<file path="src/rtl/id_ex_stage.sv">
// ID/EX pipeline register with stall, flush and optional EX/MEM + writeback operand forwarding.
// Optional feature: define ID_EX_FORWARDING_EN to enable forwarding; undefined, operands come straight from the stored register data.
module id_ex_stage #(
  parameter int DATA_WIDTH = 32
) (
  input  logic                  Clk,
  input  logic                  Reset,
  input  logic                  InValid,
  input  logic                  Stall,
  input  logic                  Flush,
  input  logic [3:0]            InAluOp,
  input  logic [DATA_WIDTH-1:0] InPc,
  input  logic [DATA_WIDTH-1:0] InRs1Data,
  input  logic [DATA_WIDTH-1:0] InRs2Data,
  input  logic [DATA_WIDTH-1:0] InImm,
  input  logic [4:0]            InRs1Addr,
  input  logic [4:0]            InRs2Addr,
  input  logic [4:0]            InRdAddr,
  input  logic                  InUseImm,
  input  logic                  InUsePc,
  input  logic                  InRegWrite,
  input  logic                  InIsBranch,
  input  logic [4:0]            MemRdAddr,
  input  logic                  MemRegWrite,
  input  logic [DATA_WIDTH-1:0] MemResult,
  input  logic [4:0]            WbRdAddr,
  input  logic                  WbRegWrite,
  input  logic [DATA_WIDTH-1:0] WbResult,
  output logic                  OutValid,
  output logic [3:0]            OutAluOp,
  output logic [DATA_WIDTH-1:0] OutOpA,
  output logic [DATA_WIDTH-1:0] OutOpB,
  output logic [DATA_WIDTH-1:0] OutStoreData,
  output logic [DATA_WIDTH-1:0] OutPc,
  output logic [4:0]            OutRdAddr,
  output logic                  OutRegWrite,
  output logic                  OutIsBranch
);

  logic                  r_valid;
  logic [3:0]            r_alu_op;
  logic [DATA_WIDTH-1:0] r_pc;
  logic [DATA_WIDTH-1:0] r_rs1_data;
  logic [DATA_WIDTH-1:0] r_rs2_data;
  logic [DATA_WIDTH-1:0] r_imm;
  logic [4:0]            r_rs1_addr;
  logic [4:0]            r_rs2_addr;
  logic [4:0]            r_rd_addr;
  logic                  r_use_imm;
  logic                  r_use_pc;
  logic                  r_reg_write;
  logic                  r_is_branch;

  logic [DATA_WIDTH-1:0] w_fwd_rs1;
  logic [DATA_WIDTH-1:0] w_fwd_rs2;

`ifdef ID_EX_FORWARDING_EN
  // MEM is the younger producer, so it wins over WB; x0 is hardwired and never forwards.
  assign w_fwd_rs1 = (MemRegWrite && r_rs1_addr != 5'd0 && MemRdAddr == r_rs1_addr) ? MemResult :
                     (WbRegWrite  && r_rs1_addr != 5'd0 && WbRdAddr  == r_rs1_addr) ? WbResult  :
                     r_rs1_data;
  assign w_fwd_rs2 = (MemRegWrite && r_rs2_addr != 5'd0 && MemRdAddr == r_rs2_addr) ? MemResult :
                     (WbRegWrite  && r_rs2_addr != 5'd0 && WbRdAddr  == r_rs2_addr) ? WbResult  :
                     r_rs2_data;
`else
  logic w_unused;
  assign w_fwd_rs1 = r_rs1_data;
  assign w_fwd_rs2 = r_rs2_data;
  assign w_unused  = ^{MemRdAddr, MemRegWrite, MemResult, WbRdAddr, WbRegWrite, WbResult,
                       r_rs1_addr, r_rs2_addr};
`endif

  // NOTE: sequential state uses non-blocking assignments so every register samples pre-edge values.
  always_ff @(posedge Clk or posedge Reset) begin
    if (Reset) begin
      r_valid     <= 1'b0;
      r_alu_op    <= '0;
      r_pc        <= '0;
      r_rs1_data  <= '0;
      r_rs2_data  <= '0;
      r_imm       <= '0;
      r_rs1_addr  <= '0;
      r_rs2_addr  <= '0;
      r_rd_addr   <= '0;
      r_use_imm   <= 1'b0;
      r_use_pc    <= 1'b0;
      r_reg_write <= 1'b0;
      r_is_branch <= 1'b0;
    end else if (Flush) begin
      r_valid     <= 1'b0;
      r_alu_op    <= '0;
      r_pc        <= '0;
      r_rs1_data  <= '0;
      r_rs2_data  <= '0;
      r_imm       <= '0;
      r_rs1_addr  <= '0;
      r_rs2_addr  <= '0;
      r_rd_addr   <= '0;
      r_use_imm   <= 1'b0;
      r_use_pc    <= 1'b0;
      r_reg_write <= 1'b0;
      r_is_branch <= 1'b0;
    end else if (Stall) begin
      // Refresh operands so a result retiring during the stall is not lost.
      r_rs1_data <= w_fwd_rs1;
      r_rs2_data <= w_fwd_rs2;
    end else begin
      r_valid     <= InValid;
      r_alu_op    <= InAluOp;
      r_pc        <= InPc;
      r_rs1_data  <= InRs1Data;
      r_rs2_data  <= InRs2Data;
      r_imm       <= InImm;
      r_rs1_addr  <= InRs1Addr;
      r_rs2_addr  <= InRs2Addr;
      r_rd_addr   <= InRdAddr;
      r_use_imm   <= InUseImm;
      r_use_pc    <= InUsePc;
      r_reg_write <= InRegWrite & InValid;
      r_is_branch <= InIsBranch;
    end
  end

  assign OutOpA       = r_use_pc  ? r_pc  : w_fwd_rs1;
  assign OutOpB       = r_use_imm ? r_imm : w_fwd_rs2;
  assign OutStoreData = w_fwd_rs2;
  assign OutValid     = r_valid;
  assign OutAluOp     = r_alu_op;
  assign OutPc        = r_pc;
  assign OutRdAddr    = r_rd_addr;
  assign OutRegWrite  = r_reg_write;
  assign OutIsBranch  = r_is_branch;

endmodule

</file>
<file path="config.mk">
export PLATFORM = sky130hd
export DESIGN_NAME = id_ex_stage
export DESIGN_NICKNAME = d
export VERILOG_FILES = /design/src/rtl/id_ex_stage.sv
export SDC_FILE = /design/constraint.sdc
export NUM_CORES = 1
export LEC_CHECK = 0
export BUFFER_PORTS_ARGS = -buffer_cell sky130_fd_sc_hd__buf_2
export CAP_MARGIN = 20
export CORE_AREA = 4 4 142 144
export DETAILED_ROUTE_END_ITERATION = 10
export DIE_AREA = 0 0 146 148
export GPL_ROUTABILITY_DRIVEN = 0
export PLACE_DENSITY = 0.67
export SLEW_MARGIN = 10
export SYNTH_ARGS = -nofsm -noshare
export SYNTH_HDL_FRONTEND = slang
export SYNTH_SLANG_ARGS = --single-unit
</file>
<file path="constraint.sdc">
create_clock -name Clk -period 4.39 [get_ports Clk]
set_input_delay 0 -clock Clk [delete_from_list [all_inputs] [get_ports Clk]]
set_output_delay 0 -clock Clk [all_outputs]
set_load 0.05 [all_outputs]
</file>
### Yosys cells after proc, flatten, opt, wreduce, memory -nomap -nowiden

Index checks and enable logic that the tools add are counted.
W data, S select, Z words.

| word-level totals | value |
|---|---|
| bits in registers | 142 |
| bits of input ports | 232 |
| output and inout bits | 140 |
| logic and storage cells | 37 |

| operators by class | value |
|---|---|
| equal/unequal tests | 1 |
| mux-type cells | 24 |
| bitwise gates (word level) | 1 |

Operators by type and width:

| cell | count |
|---|---|
| $mux W32 | 10 |
| $mux W1 | 10 |
| $mux W5 | 2 |
| $mux W4 | 2 |
| $ne A2 B1 Y1 const B | 1 |
| $and A1 B1 Y1 | 1 |

### Longest topological paths before layout

| depth | value |
|---|---|
| depth after elaboration | 3 |
| depth in mapped cells | 5 |

### Worst setup path after synthesis

Ideal clock, no wire load.

| path | value |
|---|---|
| path type | register -> output |
| start | register r_use_pc |
| end | output port OutOpA[10] |
| data arrival time | 1.117 ns |
| data required time | 4.390 ns |
| setup slack | 3.273 ns |
| stages on the path, launching flop included | 4 |
| cells stage by stage | dfrtp_1 -> buf_2 -> buf_2 -> mux2_2 |

| between the ends | value |
|---|---|
| longest elaborated chain between the ends | 1 |

RTL lines:

| item | RTL line | RTL |
|---|---|---|
| start: declaration | 50 | `logic r_use_pc;` |
| start signal: assignment | 118 | `r_use_pc <= InUsePc;` |
| $mux W32 | 124 | `assign OutOpA = r_use_pc ? r_pc : w_fwd_rs1;` |
| end: declaration | 31 | `output logic [DATA_WIDTH-1:0] OutOpA,` |

Every way passes these cells.

### Worst setup path in the final report

| path | value |
|---|---|
| start | register r_use_pc |
| end | output port OutOpA[17] |

The elaborated chain is that of the path after synthesis.

==> impl_metrics.yaml <==
timing:
  post-route-min-period_ps: 1840
  fin_crit_sh_pct: 41.9
  slew_viol_final: 0
  worst_pin_slew_ps: 1010
  whs_ps: 118
  skew_ps: 0
  fin_setup_tns_ps: 0
  max_freq_mhz: 544
  setup_viol: 0
  relSlewSlack_pct: 32.5
  rsz0062_at_grt: "false"
  final_hold_viol_count: 0
clocking:
  htree_levels: 4
  clock_latency_ps: 410
  cts_sinks: 142
  numCtsBuffers: 17
  cts_buffer_depth: 2
  path_clk_slew_ps: 60
  cts_resized: 0
  cts_tree: "built"
  postCtsSetupBuffers: 0
  holdBufCountCts: 144
  cts_root_buf: "clkbuf_16"
final_layout:
  fin_nets: 1179
  syn_to_final_growth_pct: 56.4
  fin_util_pct: 54.3
  finalNonFillerCells: 1195
  post_route_cells_drive_above_1_share_pct: 40.3
  nFillCells: 1542
logic_synthesis:
  yosys.area_share.xor_xnor_pct: 0
  synth_top_family_by_area: "multiplexers"
  synth_area_leaders: "dfrtp_1, mux2i_1, mux2_2"
  yosysTopAreaCell: "dfrtp_1"
  synth-seq-area-share_pct: 54.8
  postSynthCellCount: 532
  yosysUniqueCellTypes: 13
  synth-compound-area-share_pct: 0.0771
  yosysWarnings: 0
  syn_avg_cell_area_um2: 12.2
  synth_top_area_share_pct: 54.8
  synth_seq_cells: 142
  synth.cell_area_um2: 6490
  yosys.area_share.simple_pct: 8.33
  synth_mux_area_share_pct: 32.9
  synth_fp_nets: 764
  synthAdderAreaFrac_pct: 0
drt:
  wl_mm: 19.8
  via_per_inst: 4.62
  drt_first_pass_iters: 4
  drt_iter0_markers: 170
  vias: 5515
  drc_errors: 0
  post_drt_wl_per_cell_um: 16.6
  ant_nets: 0
global_route:
  grt_max_degree: 107
  grt_first_pass_wirelength_mm: 31.8
  grt_usage_pct: 18.1
  grt-ovfl-total: 0
  antenna_found_initial: 1
  grt_pass1_vias: 6168
die:
  rows: 50
  dieArea_um2: 21600
  die_x_um: 146
  ios: 372
  start_util_pct: 34.7
  core_area_um2: 18700
  die_h_um: 148
critical_path:
  crit_chain: "buf_4 > mux2_2 > buf_2"
  cp-start-kind: "flop"
  cp.arrival_ps: 1840
  cp_max_fo: 31
  crit_path_end_kind: "output pin"
  cpPeakStageDelay_ps: 410
  worst_ep_required_time_ps: 4390
  critical_path_class: "reg2out"
  slowest_stage: "buf_4"
power:
  power.internal_mw: 2.67
  p_seq_share_pct: 37.4
  power_leakage_nw: 5.52
  peakVddDrop_mv: 0.242
  total_power_mw: 3.82
  comb_power_share_pct: 21.9
  switching_share_pct: 30.3
  power.net_switching_mw: 1.16
  power_density_nw_per_um2: 377
  clock_power_share_pct: 40.6
hold_path:
  hp-class: "in2reg"
place:
  dp_cells: 1016
  port_buffers: 285
  dp_hpwl_mm: 12.0
job:
  cap_violations: 0
status:
  status: "finished clean"
==> synth_stat cells <==
library cell,count
inv_1,1
nand2_1,1
buf_6,8
buf_2,12
a21oi_1,1
mux2i_1,141
buf_4,8
nor2_1,141
nand3b_1,1
clkbuf_1,10
dfrtp_1,142
buf_1,2
mux2_2,64
==> kinds of logic (layout without fill, tap and decap cells) <==
family	after synthesis	in the layout
buf+inv	41	469
other cells	0	1
simple gates	143	143
mux	205	205
compound gates	1	1
flops	142	142
==> final cells by class <==
type | instances | area (µm²) | area share [%]
clock buffers | 20 | 447 | 4.40
inverters | 1 | 8.76 | 0.0863
diodes | 1 | 2.50 | 0.0247
clock inverters | 12 | 185 | 1.82
well taps | 234 | 293 | 2.88
multi-input cells | 349 | 2680 | 26.4
flip-flops and latches | 142 | 3550 | 35.0
repair buffers | 436 | 2980 | 29.4
==> power by group through the flow <==
stage / sequential [mW] / combinational (mW) / clock [mW]
3_3_place_gp: 1.45 / 0.726 / 0
3_5_place_dp: 1.45 / 0.733 / 0
6_report: 1.43 / 0.839 / 1.55
5_1_grt: 1.44 / 0.892 / 1.66
4_1_cts: 1.43 / 0.835 / 1.60
2_1_floorplan: 1.58 / 0.405 / 0
==> flip-flops by register name (all words and copies together), names as in the netlist, 4 cells and up <==
| signal | count |
|---|---|
| r_imm | 32 |
| OutAluOp | 4 |
| OutRdAddr | 5 |
| OutStoreData | 32 |
| OutPc | 32 |
| r_rs1_data | 32 |
==> stage by stage <==
stage	instance area (µm²)	setup slack, ps
after global placement	8020	2610
after detailed placement	8020	2600
after CTS	10100	2530
after global routing	10100	2450
after floorplan	6490	580
final	10100	2550
==> placed cells by master, fill, tap and decap left out, drive strengths merged <==
cell         count
diode            1
clkinv           2
nor2           141
buf            292
mux2            64
nand2            1
dfrtp          142
nand3b           1
a21oi            1
clkinvlp         4
inv              3
bufinv           4
mux2i          141
dlygate4sd3    144
clkbuf          20
==> worst paths after layout <==
kind                                           endpoint                          from  cells after the start  slack [ps]
hold reg to reg                 OutAluOp[2]$_DFFE_PP0P_       OutAluOp[2]$_DFFE_PP0P_                      2         520
max in group asynchronous   OutStoreData[6]$_DFFE_PP0P_                         Reset                      5        3100
setup / recovery                             OutOpA[17]          r_use_pc$_DFFE_PP0P_                      3        2550
min in group asynchronous  OutStoreData[16]$_DFFE_PP0P_                         Reset                      3         130
hold / removal                  OutRegWrite$_DFFE_PP0P_                         Stall                      3         120
setup reg to reg           OutStoreData[23]$_DFFE_PP0P_  OutStoreData[23]$_DFFE_PP0P_                      2        3590
==> layer usage <==
metal	vias up	routed length, µm	track usage (%)
li1	2635	-	-
met1	2658	8140	21.2
met2	200	10200	32.2
met3	22	1200	5.46
met4	0	261	5.03
met5	-	0	0
==> worst max-delay path, delay by kind of cell (launching register included) <==
kind                   cells  cell delay [ps]
buffers and inverters      2              630
flip-flops                 1              370
multiplexers               1              400
Note: power is estimated with default switching activity, not from simulation.
